<file path="src/rtl/ps2_keyboard_pkg.sv">
// Shared constants for the PS/2 keyboard receiver: scancodes, frame FSM encoding, sizing.
// FIFO sizing exists only when PS2_KEYBOARD_FIFO_EN is defined.
package ps2_keyboard_pkg;

  localparam int unsigned SC_W    = 8;
  localparam int unsigned ASCII_W = 7;

  localparam logic [SC_W-1:0] SC_BREAK  = 8'hF0;
  localparam logic [SC_W-1:0] SC_EXT    = 8'hE0;
  localparam logic [SC_W-1:0] SC_LSHIFT = 8'h12;
  localparam logic [SC_W-1:0] SC_RSHIFT = 8'h59;
  localparam logic [SC_W-1:0] SC_CTRL   = 8'h14;
  localparam logic [SC_W-1:0] SC_ENTER  = 8'h5A;
  localparam logic [SC_W-1:0] SC_BKSP   = 8'h66;
  localparam logic [SC_W-1:0] SC_ESC    = 8'h76;

  typedef enum logic [1:0] {
    ST_IDLE,
    ST_DATA,
    ST_PARITY,
    ST_STOP
  } frame_state_e;

`ifdef PS2_KEYBOARD_FIFO_EN
  localparam int unsigned FIFO_DEPTH = 4;
  localparam int unsigned FIFO_PTR_W = 2;
  localparam int unsigned FIFO_CNT_W = 3;
`endif

  function automatic logic is_letter(input logic [ASCII_W-1:0] c);
    return (c >= 7'h41) && (c <= 7'h5A);
  endfunction

endpackage

</file>
<file path="src/rtl/ps2_scancode_rom.sv">
// Registered set-2 scancode to Apple1 ASCII lookup; shift acts as the address MSB.
// A zero result marks an unmapped key.
module ps2_scancode_rom
  import ps2_keyboard_pkg::*;
(
  input  logic               clk25,
  input  logic               rst,
  input  logic               shift,
  input  logic [SC_W-1:0]    scancode,
  output logic [ASCII_W-1:0] ascii
);

  logic [ASCII_W-1:0] ascii_d;
  logic [ASCII_W-1:0] ascii_q;

  always_comb begin
    ascii_d = '0;
    case (scancode)
      8'h1C: ascii_d = 7'h41;
      8'h32: ascii_d = 7'h42;
      8'h21: ascii_d = 7'h43;
      8'h23: ascii_d = 7'h44;
      8'h24: ascii_d = 7'h45;
      8'h2B: ascii_d = 7'h46;
      8'h34: ascii_d = 7'h47;
      8'h33: ascii_d = 7'h48;
      8'h43: ascii_d = 7'h49;
      8'h3B: ascii_d = 7'h4A;
      8'h42: ascii_d = 7'h4B;
      8'h4B: ascii_d = 7'h4C;
      8'h3A: ascii_d = 7'h4D;
      8'h31: ascii_d = 7'h4E;
      8'h44: ascii_d = 7'h4F;
      8'h4D: ascii_d = 7'h50;
      8'h15: ascii_d = 7'h51;
      8'h2D: ascii_d = 7'h52;
      8'h1B: ascii_d = 7'h53;
      8'h2C: ascii_d = 7'h54;
      8'h3C: ascii_d = 7'h55;
      8'h2A: ascii_d = 7'h56;
      8'h1D: ascii_d = 7'h57;
      8'h22: ascii_d = 7'h58;
      8'h35: ascii_d = 7'h59;
      8'h1A: ascii_d = 7'h5A;
      // Digits and punctuation: shift picks the symbol row
      8'h45: ascii_d = shift ? 7'h29 : 7'h30;
      8'h16: ascii_d = shift ? 7'h21 : 7'h31;
      8'h1E: ascii_d = shift ? 7'h40 : 7'h32;
      8'h26: ascii_d = shift ? 7'h23 : 7'h33;
      8'h25: ascii_d = shift ? 7'h24 : 7'h34;
      8'h2E: ascii_d = shift ? 7'h25 : 7'h35;
      8'h36: ascii_d = shift ? 7'h5E : 7'h36;
      8'h3D: ascii_d = shift ? 7'h26 : 7'h37;
      8'h3E: ascii_d = shift ? 7'h2A : 7'h38;
      8'h46: ascii_d = shift ? 7'h28 : 7'h39;
      8'h29: ascii_d = 7'h20;
      8'h4E: ascii_d = shift ? 7'h5F : 7'h2D;
      8'h55: ascii_d = shift ? 7'h2B : 7'h3D;
      8'h54: ascii_d = shift ? 7'h7B : 7'h5B;
      8'h5B: ascii_d = shift ? 7'h7D : 7'h5D;
      8'h5D: ascii_d = shift ? 7'h7C : 7'h5C;
      8'h4C: ascii_d = shift ? 7'h3A : 7'h3B;
      8'h52: ascii_d = shift ? 7'h22 : 7'h27;
      8'h41: ascii_d = shift ? 7'h3C : 7'h2C;
      8'h49: ascii_d = shift ? 7'h3E : 7'h2E;
      8'h4A: ascii_d = shift ? 7'h3F : 7'h2F;
      8'h0E: ascii_d = shift ? 7'h7E : 7'h60;
      SC_ENTER: ascii_d = 7'h0D;
      SC_BKSP:  ascii_d = 7'h5F;
      SC_ESC:   ascii_d = 7'h1B;
      default:  ascii_d = '0;
    endcase
  end

  always_ff @(posedge clk25) begin
    if (rst) begin
      ascii_q <= '0;
    end else begin
      ascii_q <= ascii_d;
    end
  end

  assign ascii = ascii_q;

endmodule

</file>
<file path="src/rtl/ps2_keyboard.sv">
// PS/2 keyboard receiver presenting Apple1 ASCII on a KBD/KBDCR register pair.
// Define PS2_KEYBOARD_FIFO_EN to replace the holding register with a 4-entry FIFO.
module ps2_keyboard
  import ps2_keyboard_pkg::*;
#(
  parameter int unsigned TIMEOUT_CYCLES = 25000
) (
  input  logic       clk25,
  input  logic       rst,
  input  logic       ps2_clk,
  input  logic       ps2_data,
  input  logic       enable,
  input  logic       address,
  input  logic       rd_en,
  output logic [7:0] dout,
  output logic       frame_err,
  output logic       overrun
);

  localparam int unsigned SYNC_W    = 3;
  localparam int unsigned BIT_CNT_W = 3;
  localparam int unsigned TMO_W     = $clog2(TIMEOUT_CYCLES + 1);
  localparam logic [TMO_W-1:0] TMO_LAST = TMO_W'(TIMEOUT_CYCLES - 1);

  logic [SYNC_W-1:0]    clk_sync_q, clk_sync_d, dat_sync_q, dat_sync_d;
  frame_state_e         state_q, state_d;
  logic [BIT_CNT_W-1:0] bit_cnt_q, bit_cnt_d;
  logic [SC_W-1:0]      shreg_q, shreg_d;
  logic                 par_ok_q, par_ok_d;
  logic [TMO_W-1:0]     tmo_q, tmo_d;
  logic                 byte_valid_q, byte_valid_d;
  logic                 frame_err_q, frame_err_d;
  logic                 brk_q, brk_d, ext_q, ext_d;
  logic                 lshift_q, lshift_d, rshift_q, rshift_d, ctrl_q, ctrl_d;
  logic                 lookup_q, lookup_d, ctrl_lk_q, ctrl_lk_d;
  logic                 rd_seen_q, rd_seen_d;
  logic                 overrun_q, overrun_d;
  logic                 fall_c, bit_c, ack_c, push_c, ready_c;
  logic [ASCII_W-1:0]   rom_ascii_c, char_c, head_c;

  // Sync chain; a falling edge is the older stage high and the newer stage low
  always_comb begin
    clk_sync_d = {clk_sync_q[SYNC_W-2:0], ps2_clk};
    dat_sync_d = {dat_sync_q[SYNC_W-2:0], ps2_data};
  end
  assign fall_c = clk_sync_q[2] & ~clk_sync_q[1];
  assign bit_c  = dat_sync_q[2];

  // Frame FSM with mid-frame timeout
  always_comb begin
    state_d      = state_q;
    bit_cnt_d    = bit_cnt_q;
    shreg_d      = shreg_q;
    par_ok_d     = par_ok_q;
    tmo_d        = '0;
    byte_valid_d = 1'b0;
    frame_err_d  = 1'b0;
    if (fall_c) begin
      case (state_q)
        ST_IDLE: begin
          if (!bit_c) begin
            state_d   = ST_DATA;
            bit_cnt_d = '0;
          end
        end
        ST_DATA: begin
          shreg_d   = {bit_c, shreg_q[SC_W-1:1]};
          bit_cnt_d = bit_cnt_q + BIT_CNT_W'(1);
          if (bit_cnt_q == BIT_CNT_W'(7)) state_d = ST_PARITY;
        end
        ST_PARITY: begin
          par_ok_d = ^{bit_c, shreg_q};
          state_d  = ST_STOP;
        end
        ST_STOP: begin
          if (bit_c && par_ok_q) byte_valid_d = 1'b1;
          else                   frame_err_d  = 1'b1;
          state_d = ST_IDLE;
        end
      endcase
    end else if (state_q != ST_IDLE) begin
      if (tmo_q == TMO_LAST) begin
        state_d     = ST_IDLE;
        frame_err_d = 1'b1;
      end else begin
        tmo_d = tmo_q + TMO_W'(1);
      end
    end
  end

  // Make/break/extended tracking and modifier state
  always_comb begin
    brk_d     = brk_q;
    ext_d     = ext_q;
    lshift_d  = lshift_q;
    rshift_d  = rshift_q;
    ctrl_d    = ctrl_q;
    lookup_d  = 1'b0;
    ctrl_lk_d = ctrl_lk_q;
    if (byte_valid_q) begin
      if (shreg_q == SC_BREAK) begin
        brk_d = 1'b1;
      end else if (shreg_q == SC_EXT) begin
        ext_d = 1'b1;
      end else begin
        brk_d = 1'b0;
        ext_d = 1'b0;
        case (shreg_q)
          SC_LSHIFT: lshift_d = ~brk_q;
          SC_RSHIFT: rshift_d = ~brk_q;
          SC_CTRL:   ctrl_d   = ~brk_q;
          default: begin
            lookup_d  = ~brk_q & ~ext_q;
            ctrl_lk_d = ctrl_q;
          end
        endcase
      end
    end
  end

  ps2_scancode_rom u_rom (
    .clk25    (clk25),
    .rst      (rst),
    .shift    (lshift_q | rshift_q),
    .scancode (shreg_q),
    .ascii    (rom_ascii_c)
  );

  assign char_c = (ctrl_lk_q && is_letter(rom_ascii_c)) ? (rom_ascii_c & 7'h1F) : rom_ascii_c;
  assign push_c = lookup_q && (rom_ascii_c != '0);

  // One pop per CPU access: re-armed only once enable drops
  assign ack_c = enable & rd_en & ~address & ~rd_seen_q;
  always_comb begin
    rd_seen_d = rd_seen_q;
    if (!enable)    rd_seen_d = 1'b0;
    else if (ack_c) rd_seen_d = 1'b1;
  end

`ifdef PS2_KEYBOARD_FIFO_EN
  logic [ASCII_W-1:0]    fifo_q [FIFO_DEPTH];
  logic [ASCII_W-1:0]    fifo_d [FIFO_DEPTH];
  logic [FIFO_PTR_W-1:0] wr_ptr_q, wr_ptr_d, rd_ptr_q, rd_ptr_d;
  logic [FIFO_CNT_W-1:0] cnt_q, cnt_d;
  logic                  pop_c, wr_c;

  // A full FIFO still accepts a push when a pop lands in the same cycle
  always_comb begin
    fifo_d    = fifo_q;
    wr_ptr_d  = wr_ptr_q;
    rd_ptr_d  = rd_ptr_q;
    cnt_d     = cnt_q;
    pop_c     = ack_c && (cnt_q != '0);
    wr_c      = push_c && ((cnt_q != FIFO_CNT_W'(FIFO_DEPTH)) || pop_c);
    overrun_d = push_c && !wr_c;
    if (wr_c) begin
      fifo_d[wr_ptr_q] = char_c;
      wr_ptr_d         = wr_ptr_q + FIFO_PTR_W'(1);
    end
    if (pop_c) rd_ptr_d = rd_ptr_q + FIFO_PTR_W'(1);
    if (wr_c && !pop_c)      cnt_d = cnt_q + FIFO_CNT_W'(1);
    else if (!wr_c && pop_c) cnt_d = cnt_q - FIFO_CNT_W'(1);
  end

  always_ff @(posedge clk25) begin
    if (rst) begin
      fifo_q   <= '{default: '0};
      wr_ptr_q <= '0;
      rd_ptr_q <= '0;
      cnt_q    <= '0;
    end else begin
      fifo_q   <= fifo_d;
      wr_ptr_q <= wr_ptr_d;
      rd_ptr_q <= rd_ptr_d;
      cnt_q    <= cnt_d;
    end
  end

  assign head_c  = fifo_q[rd_ptr_q];
  assign ready_c = (cnt_q != '0);
`else
  logic [ASCII_W-1:0] char_q, char_d;
  logic               ready_q, ready_d;
  logic               wr_c;

  // Drop-new holding register; a same-cycle pop frees the slot first
  always_comb begin
    char_d    = char_q;
    ready_d   = ready_q;
    wr_c      = push_c && (!ready_q || ack_c);
    overrun_d = push_c && !wr_c;
    if (wr_c) begin
      char_d  = char_c;
      ready_d = 1'b1;
    end else if (ack_c) begin
      ready_d = 1'b0;
    end
  end

  always_ff @(posedge clk25) begin
    if (rst) begin
      char_q  <= '0;
      ready_q <= 1'b0;
    end else begin
      char_q  <= char_d;
      ready_q <= ready_d;
    end
  end

  assign head_c  = char_q;
  assign ready_c = ready_q;
`endif

  always_ff @(posedge clk25) begin
    if (rst) begin
      clk_sync_q   <= '1;
      dat_sync_q   <= '1;
      state_q      <= ST_IDLE;
      bit_cnt_q    <= '0;
      shreg_q      <= '0;
      par_ok_q     <= 1'b0;
      tmo_q        <= '0;
      byte_valid_q <= 1'b0;
      frame_err_q  <= 1'b0;
      brk_q        <= 1'b0;
      ext_q        <= 1'b0;
      lshift_q     <= 1'b0;
      rshift_q     <= 1'b0;
      ctrl_q       <= 1'b0;
      lookup_q     <= 1'b0;
      ctrl_lk_q    <= 1'b0;
      rd_seen_q    <= 1'b0;
      overrun_q    <= 1'b0;
    end else begin
      clk_sync_q   <= clk_sync_d;
      dat_sync_q   <= dat_sync_d;
      state_q      <= state_d;
      bit_cnt_q    <= bit_cnt_d;
      shreg_q      <= shreg_d;
      par_ok_q     <= par_ok_d;
      tmo_q        <= tmo_d;
      byte_valid_q <= byte_valid_d;
      frame_err_q  <= frame_err_d;
      brk_q        <= brk_d;
      ext_q        <= ext_d;
      lshift_q     <= lshift_d;
      rshift_q     <= rshift_d;
      ctrl_q       <= ctrl_d;
      lookup_q     <= lookup_d;
      ctrl_lk_q    <= ctrl_lk_d;
      rd_seen_q    <= rd_seen_d;
      overrun_q    <= overrun_d;
    end
  end

  // Read mux; idle bus reads as zero
  always_comb begin
    dout = '0;
    if (rd_en) dout = address ? {ready_c, 7'b0} : {1'b1, head_c};
  end

  assign frame_err = frame_err_q;
  assign overrun   = overrun_q;

endmodule

</file>
<file path="config.mk">
export PLATFORM = sky130hd
export DESIGN_NAME = ps2_keyboard
export DESIGN_NICKNAME = d
export VERILOG_FILES = /design/src/rtl/ps2_keyboard_pkg.sv /design/src/rtl/ps2_scancode_rom.sv /design/src/rtl/ps2_keyboard.sv
export SDC_FILE = /design/constraint.sdc
export NUM_CORES = 1
export LEC_CHECK = 0
export ABC_AREA = 1
export BUFFER_PORTS_ARGS = -buffer_cell sky130_fd_sc_hd__buf_2
export CORE_UTILIZATION = 60
export CTS_CLUSTER_DIAMETER = 120
export DETAILED_ROUTE_END_ITERATION = 10
export GPL_TIMING_DRIVEN = 0
export PLACE_DENSITY_LB_ADDON = 0.25
export SLEW_MARGIN = 20
export SYNTH_ARGS = -nofsm -noshare
export SYNTH_HDL_FRONTEND = slang
export SYNTH_HIERARCHICAL = 1
export SYNTH_SLANG_ARGS = --single-unit
</file>
<file path="constraint.sdc">
create_clock -name clk25 -period 4.9 [get_ports clk25]
set_input_delay 0.98 -clock clk25 [delete_from_list [all_inputs] [get_ports clk25]]
set_output_delay 0.98 -clock clk25 [all_outputs]
set_load 0.02 [all_outputs]
</file>
# ---- Word-level counts from Yosys, hierarchy flattened
# Index checks and enable logic that the tools add are counted.
dict set report totals {
  ff_bits 61
  latchBits 0
  ramBits 0
  rom_bits 0
  input_bits 7
  output_inout_bits 10
  wordCells 185
  memories 0
}
dict set report op_classes {
  addsub 2
  mul 0
  div_mod_pow 0
  n_lt_le_gt_ge 2
  n_eq_ne 65
  shifts 0
  n_mux 44
  n_bitwise 19
  reduce_logical 32
}
# operator count
set op_table {}
lappend op_table {{case mux 7 bit (51 select lines)} 1}
lappend op_table {{== test 8 x 6 -> 1 bit (second input constant)} 23}
lappend op_table {{== test 8 x 7 -> 1 bit (second input constant)} 21}
lappend op_table {{== test 8 x 5 -> 1 bit (second input constant)} 9}
lappend op_table {{2-to-1 mux 5 bit} 13}
lappend op_table {{2-to-1 mux 7 bit} 4}
lappend op_table {{AND reduction 4 bit} 5}
lappend op_table {{2-to-1 mux 6 bit} 3}
lappend op_table {{== test 8 bit (second input constant)} 2}
lappend op_table {{2-to-1 mux 8 bit} 2}
lappend op_table {{adder 15 x 1 -> 15 bit (second input constant)} 1}
lappend op_table {{== test 15 bit (second input constant)} 1}
lappend op_table {{NOT 1 bit} 13}
lappend op_table {{2-to-1 mux 1 bit} 12}
lappend op_table {{2-to-1 mux 2 bit} 5}
lappend op_table {{nonzero test 2 bit} 5}
lappend op_table {{parity 9 bit} 1}
lappend op_table {{== test 8 x 4 -> 1 bit (second input constant)} 1}
lappend op_table {{case mux 2 bit (4 select lines)} 1}
lappend op_table {{AND reduction 2 bit} 4}
lappend op_table {{>= comparator 7 bit (second input constant)} 1}
lappend op_table {{less-or-equal comparator 7 bit (second input constant)} 1}
lappend op_table {{nonzero test 7 bit} 1}
lappend op_table {{OR reduction 7 bit} 1}
lappend op_table {{18 further kinds} 33}

# ---- Logic depth before layout (Yosys ltp)
# Gate-level depths: netlist of run 1.
dict set report logic_depth {
  depth_word 7
  ltp_mapped 12
  depth_no_buf 11
}

# ---- Hierarchy
# Netlist of run 1, hierarchy kept.
# module n_inst cells_each area_each_um2 seq_area_each_um2
set by_module_without_submodules {}
lappend by_module_without_submodules {ps2_keyboard 1 358 2635.0 1081.0}
lappend by_module_without_submodules {ps2_scancode_rom 1 293 1377.6 140.1}

# ---- Worst setup path before layout of run 1
# OpenSTA, ideal clock, no wires.
dict set report synth_path {
  kind {input port to output port}
  start {in address}
  end {out dout[7]}
  arrival_ps 1501
  required_time_ps 3920
  path_slack_ps 2419
  path_stages 2
  n_path_buf 1
  cell_sequence {buf_2 -> a21oi_1}
}
dict set report synth_between {
  elab_chain_cells 2
}
# element line_no
set synth_lines {}
lappend synth_lines {{start, declared} ps2_keyboard.sv:13} ;# input logic address,
lappend synth_lines {{2-to-1 mux 8 bit (2 in a row)} ps2_keyboard.sv:259} ;# if (rd_en) dout = address ? {ready_c, 7'b0} : {1'b1, head_c};
lappend synth_lines {{end, declared} ps2_keyboard.sv:15} ;# output logic [7:0] dout,
# Every way passes these cells.

# ---- Final worst setup path of run 1
# Same ends and word-level chain as after synthesis.

==> results by group, run 1 <==
Run status
  – Run status: finished, final reports clean

Clock tree
  – Cts hold-fix bufs: 0
  – Clock-pin slew on the worst setup and hold paths: 0.07 ns
  – Clock Latency Late Sink: 0.34 ns
  – H-tree levels: 3
  – CTS tree: built
  – Clock Sinks: 61
  – Clock Path Buffers: 2
  – CTS root buf: clkbuf_8
  – Post_cts resized: 0
  – Setup bufs post-CTS: 0
  – TritonCTS buffer count: 9

Placement
  – RD Place Congestion: 0.938
  – Place WS: 2.48 ns
  – Half-perimeter wire length after placement: 7.60 mm
  – Placed Area: 4180 sq um
  – I/O Buffers: 14

Routing
  – Final wirelength: 10.2 mm
  – Starting DRC count in detailed routing: 175
  – TritonRoute pass-1 iters: 5
  – Post-DR wirelength/cell: 13.5 um
  – DRC violation count after routing: 0
  – Vias: 4084
  – ANT nets after route: 0
  – Via/cell ratio: 5.39

Final layout
  – Commonest non-fill, non-tap cell in the layout: nand2_1
  – Diodes inserted: 0
  – Fraction of layout cells with a size suffix above 1: 10.3%
  – Area occupied by multi-input gates: 2430 sq um
  – Most frequent cells in the layout: nand2_1, nor2_1, inv_1
  – Area delta synth->final: 10.9%
  – NumNets Final: 702
  – Register area: 1220 sq um
  – Fillcell total: 568
  – Final Cell Area: 4450 sq um

Yosys
  – Top cell type's share of synthesized area: 30.4%
  – Synth Area in XOR/XNOR: 2.18%
  – Combinational family with the most area after synthesis: simple AND/OR/NAND/NOR gates
  – Synth Area in Adders: 5.92%
  – Post-synth EDFFs: 0
  – Synth Instances: 651
  – Ys Warns: 6
  – Synth Cell Area: 4010 sq um
  – Post-Synth Simple-Gate Area: 44.1%
  – FF+latch count, synth: 61
  – Main flop type after synthesis: dfxtp_1
  – Seq/Total Area, Yosys: 30.4%
  – Ranking of synthesized cells by area: dfxtp_1, nand2_1, nor2_1
  – Mux contribution to synthesized area: 0.249%
  – Post-synthesis compound-gate area fraction: 8.11%
  – Post-synth top area cell: dfxtp_1
  – Syn Nets: 677
  – Count of different cell masters after synthesis: 35
  – Post-synth ARST share: 0%
  – Synthesized area per cell: 6.16 sq um

STA
  – Post-layout minimum cycle time: 2.41 ns
  – Fin. max-slew vios: 0
  – Slew headroom: 61.9%
  – Setup repair after global routing missed its margin: false
  – Final Hold Vio Count: 0
  – TNS Setup: 0 ns
  – Endpoints failing setup: 0
  – Worst slew pin tran: 0.569 ns
  – Post-route clock period utilization: 49.3%
  – Worst Skew: 0.00876 ns
  – Fmax: 414 MHz
  – Setup ws final: 2.49 ns
  – Hold slack: 0.420 ns

Power and ir drop
  – Lkg Pwr: 2.20 nW
  – Internal power: 0.896 mW
  – Total chip power: 1.12 mW
  – Peak supply drop: 0.313 mV
  – Sequential share of power: 44.4%
  – Sw Ratio: 20.2%
  – Cell Pwr Density: 252 nW/um^2
  – Clk pwr share: 53.9%
  – Switch Pwr: 0.226 mW
  – Logic gate share of total power: 1.7%

Global route
  – GRT overflow: 0
  – Vias in the first global route: 3867
  – Largest net degree at the start of global routing: 15
  – Number of antenna violations at the first check in global routing: 0
  – Gr usage total: 31.0%
  – First-pass GRT wire length: 17.4 mm

Setup path
  – Worst EP required: 3.92 ns
  – Max FO, Critical Path: 9
  – Crit end category: output pin
  – Crit path kind: in2out
  – Critical path arrival: 1.43 ns
  – Crit start category: input pin

Die
  – Die Footprint: 7020 sq um
  – Chip Height: 83.8 um
  – Starting Density: 62.8%
  – Core area: 6390 sq um
  – FP Rows: 29
  – Chip width: 83.8 um
  – Ports: 17

Min path
  – Worst min-delay path class: reg2reg

Run
  – Max-Cap Viols: 0
## worst max-delay path, cell delays in order
cell and delay (ns):
buf_2 0.15, a21oi_1 0.14, buf_2 0.17
## layout make-up
type	count	share of cell area, %
clock inverters	7	3.29
multi-input cells	501	54.6
flip-flops and latches	61	27.4
plain buffers	11	1.55
repair buffers	14	1.57
clock buffers	9	2.78
inverters	78	6.58
well taps	77	2.17
## synth_stat cells, types with 2 or more instances
cell	n
buf_4	2
xor2_1	7
nor2_2	6
dfxtp_1	61
buf_6	2
nand2_1	167
nand3b_1	2
nand3_1	56
a21oi_1	29
inv_1	76
nor3_1	9
ha_1	19
nand2_2	8
o21ai_0	32
buf_2	4
nor2_4	5
inv_2	2
xnor2_1	3
nor2_1	131
nand4_1	8
clkbuf_1	2
or2_2	7
## per-stage QoR
stage / cells / util, %
3_5_place_dp: 742 / 65.4
4_1_cts: 758 / 69.7
2_1_floorplan: 651 / -
5_1_grt: 758 / 69.7
6_report: 758 / 69.7
3_3_place_gp: 742 / 65.4
## per-layer routing
metal / up-vias / GRT usage [%] / routed length (um)
li1: 2103 / - / -
met1: 1825 / 39.4 / 4620
met2: 134 / 52.9 / 4780
met3: 22 / 4.55 / 586
met4: 0 / 11.9 / 238
met5: - / 0 / 0
## sequential cells by signal, summed over array words and instances, names as in the netlist
signal	flops
tmo_q	15
shreg_q	8
char_q	7
u_rom/ascii	7
bit_cnt_q	3
clk_sync_q	3
dat_sync_q	3
state_q	2
brk_q	1
byte_valid_q	1
ctrl_lk_q	1
ctrl_q	1
ext_q	1
frame_err	1
lookup_q	1
lshift_q	1
overrun	1
par_ok_q	1
rd_seen_q	1
ready_c	1
rshift_q	1
## final timing paths
| kind | from | to | slack, ns | cells after the start |
|---|---|---|---|---|
| max | address | dout[7] | 2.49 | 3 |
| min | clk_sync_q[0] | clk_sync_q[1] | 0.42 | 1 |
| max reg2reg | shreg_q[0] | u_rom/ascii[4] | 3.02 | 11 |
| min reg2reg | clk_sync_q[0] | clk_sync_q[1] | 0.42 | 1 |
## power by group through the flow
| stage | Combinational [mW] | Clock, mW | Sequential (mW) |
|---|---|---|---|
| after CTS | 0.0189 | 0.611 | 0.499 |
| after global placement | 0.0182 | 0 | 0.510 |
| final | 0.0188 | 0.605 | 0.499 |
| after floorplan | 0.0120 | 0 | 0.510 |
| after detailed placement | 0.0187 | 0 | 0.510 |
| after global routing | 0.0211 | 0.633 | 0.499 |
## cells by family (layout without fill, tap and decap cells)
| logic type | Yosys count | in the layout |
|---|---|---|
| adder cells (fa/ha/maj) | 19 | 19 |
| multiplexers | 1 | 1 |
| flip-flops | 61 | 61 |
| AND/OR/NAND/NOR | 407 | 407 |
| AO/OA/AOI/OAI | 64 | 64 |
| XOR/XNOR | 10 | 10 |
| buffers and inverters | 89 | 119 |
(Power assumes the default switching activity.)
==> inputs of run 2 (changes only) <==
--- a/config.mk
+++ b/config.mk
@@ -5,7 +5,7 @@
 export SDC_FILE = /design/constraint.sdc
 export NUM_CORES = 1
 export LEC_CHECK = 0
-export ABC_AREA = 1
+export ABC_AREA = 0
 export BUFFER_PORTS_ARGS = -buffer_cell sky130_fd_sc_hd__buf_2
 export CORE_UTILIZATION = 60
 export CTS_CLUSTER_DIAMETER = 120
==> constraint.sdc (replaced) <==
create_clock -name clk25 -period 2.25 [get_ports clk25]
set_input_delay 0.45 -clock clk25 [delete_from_list [all_inputs] [get_ports clk25]]
set_output_delay 0.45 -clock clk25 [all_outputs]
set_load 0.02 [all_outputs]
==> results by group, run 2 <==
Run status
  – Run status: finished, violations left
  – Violated checks: negative setup slack

Setup path
  – R2R depth: 6
  – Crit start category: register
  – R2R Path End: u_rom/ascii[6]
  – Crit path kind: reg2reg
  – Crit end category: register
  – Critical R2R Launch: shreg_q[4]
  – Critical path arrival: 2.48 ns
  – Setup slack, reg-to-reg: -0.03 ns
  – Worst EP required: 2.44 ns
  – Max FO, Critical Path: 10

Clock tree
  – CTS tree: built
  – TritonCTS buffer count: 9
  – Clock-pin slew on the worst setup and hold paths: 0.07 ns
  – Clock Sinks: 61
  – CTS root buf: clkbuf_8
  – Clock Latency Late Sink: 0.33 ns
  – Clock Path Buffers: 2
  – Cts hold-fix bufs: 0
  – H-tree levels: 3

Yosys
  – Ranking of synthesized cells by area: dfxtp_1, ha_1, nand2_1
  – Post-synth EDFFs: 0
  – Leading cell type by number of instances after synthesis: dfxtp_1
  – FF+latch count, synth: 61
  – Seq/Total Area, Yosys: 30.6%
  – Synth Cell Area: 3990 sq um
  – Ys Warns: 6
  – Post-synth top area cell: dfxtp_1
  – Combinational family with the most area after synthesis: simple AND/OR/NAND/NOR gates
  – Post-Synth Simple-Gate Area: 32.7%
  – Post-synthesis compound-gate area fraction: 16.4%
  – Synthesized area per cell: 8.15 sq um
  – Post-synth ARST share: 0%
  – Main flop type after synthesis: dfxtp_1
  – Top cell type's share of synthesized area: 30.6%
  – Synth Area in Adders: 6.20%
  – Syn Nets: 516
  – Synth Instances: 490
  – Count of different cell masters after synthesis: 75
  – Synth Area in XOR/XNOR: 4.61%
  – Synth top cells by count: dfxtp_1, nand2_1, nor2_1
  – Mux contribution to synthesized area: 3.76%

Final layout
  – Most frequent cells in the layout: dfxtp_1, nand2_1, nor2_1
  – Area delta synth->final: 12.4%
  – Top flop regs: tmo_q (15), shreg_q (8)
  – Top reg by flops: tmo_q
  – Fillcell total: 509
  – NumNets Final: 544
  – Commonest non-fill, non-tap cell in the layout: dfxtp_1
  – Diodes inserted: 0
  – Fraction of layout cells with a size suffix above 1: 18.0%
  – Largest register FFs: 15

STA
  – Endpoints failing setup: 1
  – Setup repair after global routing missed its margin: false
  – Worst Skew: 0.00626 ns
  – Slew headroom: 40.6%
  – Final Hold Vio Count: 0
  – Worst slew pin tran: 0.878 ns
  – Fin. max-slew vios: 0
  – TNS Setup: -0.0342 ns
  – Post-layout minimum cycle time: 2.28 ns
  – Setup ws final: -0.0342 ns
  – Fmax: 438 MHz
  – Post-route clock period utilization: 102%

Min path
  – Worst hold path startpoint: ps2_data
  – Worst Hold End: dat_sync_q[0]
  – Worst min-delay path class: in2reg
  – Hold Crit Depth: 2

Global route
  – GRT overflow: 0
  – First-pass GRT wire length: 18.0 mm
  – Largest net degree at the start of global routing: 13
  – Vias in the first global route: 3730
  – Number of antenna violations at the first check in global routing: 0
  – Gr usage total: 31.8%

Die
  – Chip width: 83.6 um
  – Ports: 17
  – Die Footprint: 6980 sq um
  – Starting Density: 62.5%
  – FP Rows: 29
  – Chip Height: 83.6 um
  – Core area: 6390 sq um

Placement
  – I/O Buffers: 16
  – RD Place Congestion: 1.06
  – Half-perimeter wire length after placement: 7.77 mm

Routing
  – Starting DRC count in detailed routing: 372
  – Via/cell ratio: 6.72
  – Final wirelength: 11.2 mm
  – TritonRoute pass-1 iters: 5
  – ANT nets after route: 0
  – Vias: 4031
  – DRC violation count after routing: 0
  – Post-DR wirelength/cell: 18.6 um

Run
  – Max-Cap Viols: 0

Power and ir drop
  – Cell Pwr Density: 504 nW/um^2
  – Total chip power: 2.26 mW
  – Lkg Pwr: 1.53 nW
  – Peak supply drop: 0.544 mV
-- run 2: cell types whose count changed in the layout (fill, tap and decap cells not counted), sizes merged, moves of 9 or more --
cell,delta
xnor2,+12
nand2,-128
buf,+10
inv,-59
nor2,-96
o21ai,-24
nand2b,+9
clkbuf,+15
nor2b,+10
mux2i,+14
nand3,-30
-- run 2: worst max-delay path, stage by stage (launching register included) --
cell       delay, ns
dfxtp_2         0.41
buf_2           0.25
buf_2           0.29
buf_2           0.29
o21ai_1         0.14
a2111oi_0       0.57
a31oi_1         0.19
-- run 2: how the worst max path moves through the flow --
stage / from / end / depth (start not counted)
6_report: shreg_q[4] / u_rom/ascii[6] / 6
5_1_grt: shreg_q[4] / u_rom/ascii[2] / 7
4_1_cts: shreg_q[0] / u_rom/ascii[6] / 7
3_5_place_dp: shreg_q[6] / u_rom/ascii[0] / 7
3_3_place_gp: shreg_q[6] / u_rom/ascii[0] / 7
2_1_floorplan: tmo_q[6] / tmo_q[5] / 5
-- run 2: cell type report --
class	count	area, sq um	share of cell area (%)
inverter	19	71.3	1.59
tap	77	96.3	2.15
sequential	61	1220	27.3
buffer	30	164	3.65
multi-input combinational	379	2600	58.0
clock inverter	5	81.3	1.81
timing repair buffer	18	95.1	2.12
clock buffer	11	151	3.37
-- run 2: per-layer routing --
metal / GRT usage, % / routed length [um] / vias up
met1: 41.3 / 4700 / 1853
met4: 17.7 / 442 / 0
li1: - / - / 1852
met2: 49.0 / 4980 / 270
met3: 6.63 / 1020 / 56
met5: 0 / 0 / -
-- run 2: what timing repair did --
item / CTS / global route
gates resized for setup: 3 / 23
buffers inserted: 0 / 2
endpoints found under the setup margin: 5 / 7
pin swaps: 0 / 1
-- run 2: where the power goes --
group          internal (mW)  switching (mW)  total (mW)
Combinational         0.0148          0.0329      0.0477
Clock                  0.686           0.439        1.13
Sequential              1.08         0.00270        1.09
-- run 2: stage by stage --
stage | utilization (%) | instances | setup WS (ns) | instance area [sq um] | hold WS, ns
global placement | 65.3 | 583 | -0.158 | 4170 | 0.392
floorplan | - | 490 | 0.408 | 3990 | 0.389
global route | 70.3 | 600 | 0.0100 | 4490 | 0.296
finish | 70.3 | 600 | -0.0342 | 4490 | 0.303
detailed placement | 65.3 | 583 | -0.0560 | 4170 | 0.409
CTS | 69.2 | 599 | 0.0289 | 4420 | 0.293
-- run 2: kinds of logic (layout without fill, tap and decap cells) --
logic type,count (synthesis),count (layout)
AOI/OAI and AO/OA,93,93
DFF,61,61
and+or+nand+nor,230,230
buffers and inverters,50,83
adders and majority gates,20,20
muxes,15,15
xor gates and xnor gates,21,21
==> inputs of run 3 (changes only) <==
--- a/config.mk
+++ b/config.mk
@@ -11,7 +11,9 @@
 export CTS_CLUSTER_DIAMETER = 120
 export DETAILED_ROUTE_END_ITERATION = 10
 export GPL_TIMING_DRIVEN = 0
+export MAX_ROUTING_LAYER = met4
 export PLACE_DENSITY_LB_ADDON = 0.25
+export SKIP_LAST_GASP = 1
 export SLEW_MARGIN = 20
 export SYNTH_ARGS = -nofsm -noshare
 export SYNTH_HDL_FRONTEND = slang
==> results by group, run 3 (synthesis gave the netlist of run 2 again) <==
Setup path
  – Worst path slowest cell: or4b_4
  – Max FO, Critical Path: 10
  – Crit start category: register
  – Worst EP required: 2.50 ns
  – Critical R2R Launch: shreg_q[6]
  – CP bufs+invs: 1
  – Crit end category: register
  – Crit path kind: reg2reg
  – Critical path arrival: 2.44 ns
  – Setup slack, reg-to-reg: 0.06 ns
  – Crit path max-delay family: compound AO/OA/AOI/OAI gates
  – CP Cell Sequence: clkbuf_4 -> or4b_4 -> o311ai_0 -> o41ai_1 -> a31oi_1
  – Max stage delay on crit path: 0.54 ns
  – Crit path from: shreg_q[6]

Final layout
  – Non-Filler Instances: 602
  – Fillcell total: 471
  – Area delta synth->final: 13.4%
  – Top flop regs: tmo_q (15), shreg_q (8)
  – Commonest non-fill, non-tap cell in the layout: dfxtp_1
  – Diodes inserted: 0
  – Register area: 1220 sq um
  – Fraction of layout cells with a size suffix above 1: 18.5%
  – NumNets Final: 546
  – Area occupied by multi-input gates: 2630 sq um
  – Most frequent cells in the layout: dfxtp_1, nand2_1, nor2_1
  – Largest register FFs: 15
  – Top reg by flops: tmo_q

Placement
  – Placed instance count: 583
  – RD Place Congestion: 0.976
  – Half-perimeter wire length after placement: 8.03 mm
  – I/O Buffers: 16
  – Place WS: -0.123 ns

STA
  – Setup ws final: 0.0602 ns
  – Fin. max-slew vios: 0
  – Final Hold Vio Count: 0
  – TNS Setup: 0 ns
  – Fmax: 457 MHz
  – Setup repair after global routing missed its margin: true
  – Post-route clock period utilization: 97.3%
  – Worst Skew: 0.00709 ns
  – Worst slew pin tran: 0.741 ns
  – Post-layout minimum cycle time: 2.19 ns
  – Endpoints failing setup: 0
  – Slew headroom: 50.6%

Run status
  – Run status: finished, final reports clean

Clock tree
  – H-tree levels: 3
  – Clock-pin slew on the worst setup and hold paths: 0.07 ns
  – Clock Latency Late Sink: 0.34 ns
  – CTS tree: built
  – CTS root buf: clkbuf_8
  – Cts hold-fix bufs: 0
  – Clock Path Buffers: 2
  – TritonCTS buffer count: 9
  – Clock Sinks: 61

Die
  – FP Rows: 29
  – Chip Height: 83.6 um
  – Die Footprint: 6980 sq um
  – Chip width: 83.6 um
  – Ports: 17
  – Starting Density: 62.5%
  – Core area: 6390 sq um

Routing
  – Post-DR wirelength/cell: 18.8 um
  – Final wirelength: 11.3 mm
  – TritonRoute pass-1 iters: 5
  – DRC violation count after routing: 0
  – ANT nets after route: 0
  – Vias: 3899
  – Via/cell ratio: 6.48
  – Starting DRC count in detailed routing: 316

Global route
  – GRT overflow: 0
  – Number of antenna violations at the first check in global routing: 0
  – Largest net degree at the start of global routing: 13
  – Gr usage total: 34.0%
  – First-pass GRT wire length: 18.5 mm
  – Vias in the first global route: 3774

Run
  – Max-Cap Viols: 0

Min path
  – Worst hold path startpoint: ps2_data
  – Worst min-delay path class: in2reg

Power and ir drop
  – Peak supply drop: 0.536 mV
  – Lkg Pwr: 1.53 nW
  – Cell Pwr Density: 482 nW/um^2
-- run 3: cell types whose count changed in the layout (fill, tap and decap cells not counted), sizes merged --
cell and change:
clkbuf +4, bufinv -1, clkinv -1, clkinvlp +1, buf -1
-- run 3: final cells by class --
class	count	share of cell area [%]
Sequential cell	61	27.0
Clock inverter	4	1.19
Timing Repair Buffer	19	2.54
Inverter	19	1.57
Clock buffer	12	3.65
Multi-Input combinational cell	379	58.0
Tap cell	77	2.13
Buffer	31	3.87
-- run 3: worst reg2reg max path, cell delays in order, from the launching register on --
cell,delay [ns]
dfxtp_1,0.44
clkbuf_4,0.28
or4b_4,0.54
o311ai_0,0.47
o41ai_1,0.17
a31oi_1,0.21
-- run 3: what timing repair did --
action	in CTS	in global routing
resized for setup	1	32
pin swaps	0	1
endpoints found under the setup margin	5	9
buffers inserted	0	3
-- run 3: worst paths after layout --
| check | endpoint | cells after the start |
|---|---|---|
| worst min register to register | clk_sync_q[1] | 1 |
| worst max register to register | u_rom/ascii[4] | 5 |
| worst max-delay path | u_rom/ascii[4] | 5 |
| worst min-delay path | dat_sync_q[0] | 2 |
-- run 3: metrics by stage --
step                      instance area [sq um]  hold WS, ns  util, %  total power, mW
final                                      4530        0.292     70.9             2.18
after global routing                       4530        0.283     70.9             2.25
after CTS                                  4390        0.286     68.8             2.19
after detailed placement                   4170        0.397     65.3             1.16
after global placement                     4170        0.392     65.3             1.16
after floorplan                            3990        0.389        -             1.14
-- run 3: per-layer routing --
metal | GRT usage (%) | routed length [um]
met5 | - | 0
met4 | 13.4 | 281
met3 | 8.11 | 1000
met2 | 51.9 | 5290
met1 | 43.3 | 4740
-- run 3: report_power, final --
group / internal, mW / switching [mW] / total (mW)
Sequential: 1.08 / 0.00253 / 1.09
Combinational: 0.0148 / 0.0321 / 0.0469
Clock: 0.606 / 0.443 / 1.05
Total: 1.70 / 0.477 / 2.18
